===== config.mk =====
export PLATFORM = sky130hd
export DESIGN_NAME = serial_twos_comp
export DESIGN_NICKNAME = d
export VERILOG_FILES = /design/src/rtl/serial_twos_comp.sv
export SDC_FILE = /design/constraint.sdc
export NUM_CORES = 1
export LEC_CHECK = 0
export ABC_CLOCK_PERIOD_IN_PS = 1200
export CAP_MARGIN = 25
export CELL_PAD_IN_SITES_DETAIL_PLACEMENT = 2
export CELL_PAD_IN_SITES_GLOBAL_PLACEMENT = 2
export CORE_ASPECT_RATIO = 1.1
export CORE_MARGIN = 3
export CORE_UTILIZATION = 28
export CTS_BUF_LIST = sky130_fd_sc_hd__clkbuf_8
export DETAILED_ROUTE_END_ITERATION = 8
export PLACE_DENSITY = 0.86
export SYNTH_ARGS = -nofsm -noshare
export SYNTH_HDL_FRONTEND = slang
export SYNTH_SLANG_ARGS = --single-unit

===== constraint.sdc =====
create_clock -name clk -period 1.2 [get_ports clk]
set_input_delay 0.18 -clock clk [delete_from_list [all_inputs] [get_ports clk]]
set_output_delay 0.18 -clock clk [all_outputs]
set_load 0.005 [all_outputs]

===== src/rtl/serial_twos_comp.sv =====
// Bit-serial two's-complement negate / absolute-value unit.
// Processes one bit per cycle, LSB first: copy up to the first 1, invert the rest.
module serial_twos_comp #(
  parameter int WIDTH = 4
) (
  input  logic             clk,
  input  logic             rst,
  input  logic             start,
  input  logic             mode,
  input  logic [WIDTH-1:0] I,
  output logic             busy,
  output logic             done,
  output logic [WIDTH-1:0] O,
  output logic             ovf
);

  localparam int CW = (WIDTH > 1) ? $clog2(WIDTH) : 1;
  localparam logic [CW-1:0] LAST = CW'(WIDTH - 1);

  typedef enum logic [1:0] {IDLE, SHIFT, DONE} state_t;

  state_t           state_q, state_d;
  logic [WIDTH-1:0] sr_q, sr_d;
  logic [WIDTH-1:0] r_q, r_d;
  logic [CW-1:0]    cnt_q, cnt_d;
  logic             inv_q, inv_d;
  logic             msb_q, msb_d;
  logic             seen_q, seen_d;
  logic             lowz_q, lowz_d;
  logic [WIDTH-1:0] o_q, o_d;
  logic             ovf_q, ovf_d;
  logic             done_q, done_d;
  logic             r_bit;
  logic             load;

  always_ff @(posedge clk) begin
    if (rst) begin
      state_q <= IDLE;
      sr_q    <= '0;
      r_q     <= '0;
      cnt_q   <= '0;
      inv_q   <= 1'b0;
      msb_q   <= 1'b0;
      seen_q  <= 1'b0;
      lowz_q  <= 1'b1;
      o_q     <= '0;
      ovf_q   <= 1'b0;
      done_q  <= 1'b0;
    end else begin
      state_q <= state_d;
      sr_q    <= sr_d;
      r_q     <= r_d;
      cnt_q   <= cnt_d;
      inv_q   <= inv_d;
      msb_q   <= msb_d;
      seen_q  <= seen_d;
      lowz_q  <= lowz_d;
      o_q     <= o_d;
      ovf_q   <= ovf_d;
      done_q  <= done_d;
    end
  end

  // DONE accepts a new request as IDLE does, giving back-to-back throughput.
  assign load = start && ((state_q == IDLE) || (state_q == DONE));

  always_comb begin
    state_d = state_q;
    sr_d    = sr_q;
    r_d     = r_q;
    cnt_d   = cnt_q;
    inv_d   = inv_q;
    msb_d   = msb_q;
    seen_d  = seen_q;
    lowz_d  = lowz_q;
    o_d     = o_q;
    ovf_d   = ovf_q;
    done_d  = 1'b0;
    r_bit   = 1'b0;

    case (state_q)
      IDLE: ;
      SHIFT: begin
        r_bit  = (inv_q & seen_q) ? ~sr_q[0] : sr_q[0];
        seen_d = seen_q | sr_q[0];
        r_d    = {r_bit, r_q[WIDTH-1:1]};
        sr_d   = sr_q >> 1;
        if (cnt_q != LAST) begin
          // lowz covers only the bits below the MSB; it flags 100..0.
          lowz_d = lowz_q & ~sr_q[0];
          cnt_d  = cnt_q + 1'b1;
        end else begin
          state_d = DONE;
        end
      end
      DONE: begin
        o_d     = r_q;
        ovf_d   = inv_q & msb_q & lowz_q;
        done_d  = 1'b1;
        state_d = IDLE;
      end
      default: state_d = IDLE;
    endcase

    if (load) begin
      sr_d    = I;
      inv_d   = ~mode | I[WIDTH-1];
      msb_d   = I[WIDTH-1];
      seen_d  = 1'b0;
      lowz_d  = 1'b1;
      cnt_d   = '0;
      state_d = SHIFT;
    end
  end

  assign busy = (state_q == SHIFT);
  assign done = done_q;
  assign O    = o_q;
  assign ovf  = ovf_q;

endmodule


After elaboration in Yosys (flattened, before gate mapping). Index checks and enable logic that the tools add are counted.

Add/sub/neg operators: 1. Equal/unequal tests: 6. Muxes and demuxes: 7. Bitwise operators: 9. Reductions and logical operators: 8.

Operators with widths (count): 2-to-1 mux 4 bit (2); != test 2 bit, second input constant (3); AND reduction 2 bit (3); bitwise AND 1 bit (4); one-hot mux 2 bit (2 select lines) (1); 2-to-1 mux 1 bit (3); != test 3 bit, second input constant (1); inverter 1 bit (3); adder 2 x 1 -> 2 bit, second input constant (1); equality test 2 x 1 -> 1 bit, second input constant (1); equality test 2 bit, second input constant (1); logical NOT 2 bit (1); 2-to-1 mux 2 bit (1); bitwise OR 1 bit (2); nonzero test 2 bit (1); OR reduction 2 bit (1); logical AND 1 bit (1); logical OR 1 bit (1).

Bits in registers: 22. Input bits: 8. Output and inout port bits: 7. Logic and storage cells: 43.

Depth between registers and ports, before layout. Gate-level depths: netlist (run 1).

Depth after elaboration: 5. Depth in mapped cells: 5. Depth with buffers taken out: 4.

Worst setup path after synthesis (run 1). No wires, ideal clock.

Kind: register to register. Start: register cnt_q[0]. End: register cnt_q[1]. Library setup time: 133 ps. Data arrival time: 1022 ps. Data required time: 1067 ps. Setup slack: 45 ps. Stages on the path, launching flop included: 5. Buffers on the path: 0. Period minus slack after synthesis: 1155 ps. Cells stage by stage: dfxtp_1 -> ha_1 -> nor3b_2 -> mux2i_1 -> nor3_1.

Cells in the longest elaborated chain, start to end: 2. Elaborated cells on any way between the ends: 3. Classes of those cells: add/sub: 1; eq/ne: 1; reduce/logical: 1.

RTL lines: start: declaration (RTL line 25) `logic [CW-1:0] cnt_q, cnt_d;`; start signal: assignment (RTL line 53) `cnt_q <= cnt_d;`; != test 2 bit (RTL line 88) `if (cnt_q != LAST) begin`; AND reduction 2 bit (no line).

Several ways; a longest one is shown, not always the timed one. A chain may end at the register's enable or synchronous reset.

Worst setup path after layout (run 1).
Start: register cnt_q[1]. End: register cnt_q[0].

Cells in the longest elaborated chain, start to end: 2.

RTL lines (RTL line): != test 2 bit (88); AND reduction 2 bit (no line).

Every way passes these cells.

==> results of run 1 <==
[state kept, by name, indices dropped and copies added (netlist names)]
name     flops
O            4
inv_q        1
done         1
cnt_q        2
lowz_q       1
r_q          4
msb_q        1
state_q      2
seen_q       1
ovf          1
sr_q         4
[timing repair]
action | in CTS | in global routing
buffers inserted | 1 | 0
pin swaps | 2 | 1
setup endpoints to repair | 16 | 7
gates resized for setup | 23 | 5
[power by group through the flow]
stage | combinational (mW) | sequential [mW] | clock [mW]
6_report | 0.204 | 0.783 | 0.535
5_1_grt | 0.224 | 0.787 | 0.571
4_1_cts | 0.197 | 0.783 | 0.552
3_5_place_dp | 0.176 | 0.796 | 0
3_3_place_gp | 0.167 | 0.793 | 0
2_1_floorplan | 0.0984 | 0.789 | 0
[final cells by class]
type | count | area, um2
inverter | 2 | 12.5
sequential | 22 | 453
timing repair buffer | 25 | 223
fill | 330 | 1630
clock buffer | 4 | 55.1
tap | 33 | 41.3
multi-input combinational | 68 | 412
[worst max-delay path: cells and delay by family (launching register included)]
family        cells  cell delay, ps
simple gates      2             280
fa+ha+maj         1             180
flops             1             370
buf+inv           1             160
xor+xnor          1             120
[cells in the mapped netlist, drive strengths merged (2+ instances only)]
cell    instances  share of area (%)
nand2          25                 11
dfxtp          22                 52
a21oi          11                6.5
nor2            9                4.0
buf             4                2.8
nor3            4                2.4
a311oi          3                3.9
nand2b          3                2.2
nor3b           3                3.3
inv             2                1.5
nor2b           2                1.5
xnor2           2                2.1
[metal layers]
layer,routed length [um],vias up,GRT usage [%],share of wire [%]
met2,1380,13,28.1,55
li1,-,369,-,-
met3,68,4,1.84,2.7
met1,1040,378,15.4,41
met5,0,-,0,0
met4,27,0,5.22,1.1
[cell families after synthesis]
| kind of cell | after synthesis |
|---|---|
| fa+ha+maj | 1 |
| compound gates | 16 |
| buf+inv | 7 |
| simple gates | 48 |
| flops | 22 |
| xor+xnor | 2 |
| mux | 1 |
[stage by stage]
step                cell area (um2)  setup TNS (ps)  util, %  cells
floorplan                       841               0        -     97
global placement               1080            -389     38.3    149
detailed placement             1080            -736     38.3    149
CTS                            1180           -9.73     41.9    154
global route                   1200            -183     42.3    154
finish                         1200           -6.48     42.3    154
[final timing paths]
check                                end      from  depth (start not counted)  slack [ps]
worst max register to register  cnt_q[0]  cnt_q[1]                          5          -6
worst max-delay path            cnt_q[0]  cnt_q[1]                          5          -6
worst min-delay path                O[2]      O[2]                          2         460
worst min register to register      O[2]      O[2]                          2         460
==> results.toml, run 1 <==
[run_status]
status = "complete, but fails checks"
violations = "setup timing"

[pwr]
swShare_pct = 24.2
p_leak_nw = 0.465
comb_power_share_pct = 13.4
power_density_nw_per_um2 = 1270
clkPwrFrac_pct = 35.2
power.switching_mw = 0.369
power_mw = 1.52
seqPwrFrac_pct = 51.4
p_int_mw = 1.15
vdd_drop_max_v = 0.000620

[placement]
gp_congestion = 0.675
hpwl_um = 1640
pre_cts_ws_ps = -148
port_buffers = 14

[detailed_routing]
post_drt_wl_per_cell_um = 16.3
viasPerCell = 4.96
drt_iter0_markers = 4
first_pass_iters = 2
ant_nets = 0
vias = 764
drt_wl_total_um = 2510
drc = 0

[grt]
grt_pass1_wl_um = 4020
antenna_found_initial = 0
grt-ovfl-total = 0
grt_pass1_vias = 849
grt_max_degree = 23
gr-usage-all-layers_pct = 14.5

[synthesis]
syn_inst = 97
synth_simple_gate_area_share_pct = 25.9
async_reset_ff_share_pct = 0
synth_compound_area_share_pct = 12.2
yosysSeqAreaShare_pct = 52.4
synth_top_family_by_area = "simple AND/OR/NAND/NOR gates"
avgSynthCellArea_um2 = 8.67
synth-adder-area-share_pct = 1.49
synth_edf_count = 0
synth.net_count = 106
synth_xor_area_share_pct = 2.08
synth-main-ff-cell = "dfxtp_1"
ys_seq_elements = 22
synth_mux_area_share_pct = 1.19
ys_warn_count = 0
synth_area_um2 = 841
synth_cell_types = 24

[sta]
hold_viol = 0
whs_ps = 460
slew_viol_final = 0
clock-skew-final_ps = 3.23
layout_min_cycle_time_ps = 1210
fin_crit_sh_pct = 101
setup_viol_count_final = 1
tightestPinTransition_ps = 244
rsz0062_at_grt = "yes"
max_freq_mhz = 829
setup_slack_ps = -6.48
slew_headroom_pct = 83.7

[setup_path]
slowest_stage = "dfxtp_4"
crit_required_ps = 1360
worst_setup_path_end_kind = "flip-flop"
critPathMaxStageDelay_ps = 370
cp.arrival_ps = 1360
crit_type = "flip-flop to flip-flop"
critical_path.max_fanout = 3
start_kind = "flip-flop"
path_cells = "ha_4 -> nor3b_4 -> buf_4 -> xnor2_2 -> nor3_2"

[min_path]
min_path_type = "flip-flop to flip-flop"

[flow_run]
cap_violations = 0

[layout]
layout_common_cells = "25 x nand2_1, 14 x dfxtp_1, 11 x a21oi_1"
fin_nets = 131
antenna_cells = 0
syn_to_final_growth_pct = 42.3
mostFrequentLayoutCell = "nand2_1"
drive_gt1_share_pct = 27.3

[cts]
clk_path_buf_depth = 2
insertion_delay_ps = 260
hold_buffers = 0
tritoncts = "done"
cts.clk_slew.worst_paths_ps = 80
cts_buffers = 3
root_buffer = "clkbuf_8"
htree_levels = 1
clock_sinks = 22

[floorplanning]
core_area_um2 = 2830
die_x_um = 58.3
die_height_um = 63.5
io_pins = 15
floorplan.initialDensity_pct = 29.7
rows = 20
die_area_um2 = 3700
Power figures use the tool's default switching activity.
==> run 2: changes to the inputs <==
--- a/config.mk
+++ b/config.mk
@@ -14,7 +14,7 @@
 export CORE_UTILIZATION = 28
 export CTS_BUF_LIST = sky130_fd_sc_hd__clkbuf_8
 export DETAILED_ROUTE_END_ITERATION = 8
-export PLACE_DENSITY = 0.86
+export PLACE_DENSITY_LB_ADDON = 0.1
 export SYNTH_ARGS = -nofsm -noshare
 export SYNTH_HDL_FRONTEND = slang
 export SYNTH_SLANG_ARGS = --single-unit
==> results.toml, run 2 (same netlist as run 1, synthesis figures left out) <==
[detailed_routing]
drt_iter0_markers = 5
first_pass_iters = 2
vias = 738
drt_wl_total_um = 2100
viasPerCell = 4.89
drc = 0
post_drt_wl_per_cell_um = 13.9
ant_nets = 0

[flow_run]
cap_violations = 0

[floorplanning]
floorplan.initialDensity_pct = 29.7
die_area_um2 = 3700
die_height_um = 63.5
die_x_um = 58.3
io_pins = 15
rows = 20
core_area_um2 = 2830

[setup_path]
path_cells = "ha_4 -> nor3b_4 -> mux2i_1 -> nor3_1"
cp.arrival_ps = 1310
worst_setup_path_end_kind = "flip-flop"
crit_required_ps = 1360
slowest_stage = "dfxtp_2"
path_buf_inv = 0
start_kind = "flip-flop"
critical_path.max_fanout = 3
crit_type = "flip-flop to flip-flop"
path_delay_family = "flip-flops"
critPathMaxStageDelay_ps = 350

[pwr]
power_density_nw_per_um2 = 1290
vdd_drop_max_v = 0.000697
p_leak_nw = 0.444
power_mw = 1.49

[sta]
tightestPinTransition_ps = 247
finalSetupTns_ps = 0
hold_viol = 0
slew_viol_final = 0
rsz0062_at_grt = "yes"
layout_min_cycle_time_ps = 1150
fin_crit_sh_pct = 95.6
clock-skew-final_ps = 7.44
setup_viol_count_final = 0
max_freq_mhz = 871
slew_headroom_pct = 83.4

[layout]
fin_nets = 128
final_cells = 151
fillers = 328
drive_gt1_share_pct = 23.7
syn_to_final_growth_pct = 37.9
mostFrequentLayoutCell = "nand2_1"
antenna_cells = 0
layout_common_cells = "25 x nand2_1, 14 x dfxtp_1, 11 x a21oi_1"

[cts]
insertion_delay_ps = 260
tritoncts = "done"
root_buffer = "clkbuf_8"
cts_buffers = 3
clk_path_buf_depth = 2
cts_setup_buffers = 0
cts.clk_slew.worst_paths_ps = 80
clock_sinks = 22
htree_levels = 1

[placement]
port_buffers = 14
hpwl_um = 1570
place_inst = 147
gp_congestion = 0.642

[grt]
grt_max_degree = 23
grt_pass1_wl_um = 3690
gr-usage-all-layers_pct = 13.1
grt-ovfl-total = 0
antenna_found_initial = 0
grt_pass1_vias = 757

[min_path]
min_path_type = "flip-flop to flip-flop"

[run_status]
status = "finished, final reports clean"
-- run 2: cell types whose count changed in the layout (fill, tap and decap cells not counted) --
cell	delta
xnor2_1	+1
a311oi_2	+1
nor3_1	+1
dfxtp_4	-1
xnor2_2	-1
nor3_2	-1
buf_4	-3
a311oi_1	-1
dfxtp_2	+1
o31ai_1	+1
o31ai_2	-1
-- run 2: layout make-up --
| type | instances | area, um2 | share of cell area, % |
|---|---|---|---|
| timing repair buffer | 22 | 200 | 17.3 |
| sequential | 22 | 450 | 38.8 |
| multi-input combinational | 68 | 400 | 34.5 |
| clock buffer | 4 | 55.1 | 4.75 |
| tap | 33 | 41.3 | 3.56 |
| inverter | 2 | 12.5 | 1.08 |
-- run 2: final timing paths --
path,from,to,slack [ps],cells after the start
max,cnt_q[0],cnt_q[1],50,4
min,O[0],O[0],450,2
max reg2reg,cnt_q[0],cnt_q[1],50,4
min reg2reg,O[0],O[0],450,2
-- run 2: timing repair --
action,4_1_cts,5_1_grt
resized for setup,23,2
hold buffers,0,0
pin swaps,2,2
endpoints found under the setup margin,13,5
-- run 2: per-stage QoR --
| stage | utilization, % | hold slack [ps] | setup slack [ps] | cell area, um2 |
|---|---|---|---|---|
| finish | 41.0 | 454 | 52.6 | 1160 |
| global route | 41.0 | 473 | -31.3 | 1160 |
| CTS | 41.0 | 457 | 7.92 | 1160 |
| detailed placement | 37.7 | 452 | -275 | 1070 |
| global placement | 37.7 | 439 | -113 | 1070 |
| floorplan | - | 252 | 44.9 | 841 |
-- run 2: report_power, final --
group / switching [mW] / total (mW) / internal [mW] / leakage (nW)
Sequential: 0.0217 / 0.781 / 0.759 / 0.183
Combinational: 0.0898 / 0.179 / 0.0891 / 0.232
Clock: 0.240 / 0.532 / 0.292 / 0.0288
-- run 2: worst register-to-register path, cell delays in order (launching register included) --
cell and delay (ps):
dfxtp_2 350, ha_4 170, nor3b_4 250, mux2i_1 230, nor3_1 60
-- run 2: per-layer routing --
layer	vias to the layer above	part of all wire [%]	GRT usage, %
li1	369	-	-
met1	353	45	15.9
met2	12	50	22.3
met3	4	3.7	2.46
met4	0	1.4	5.22
met5	-	0	0
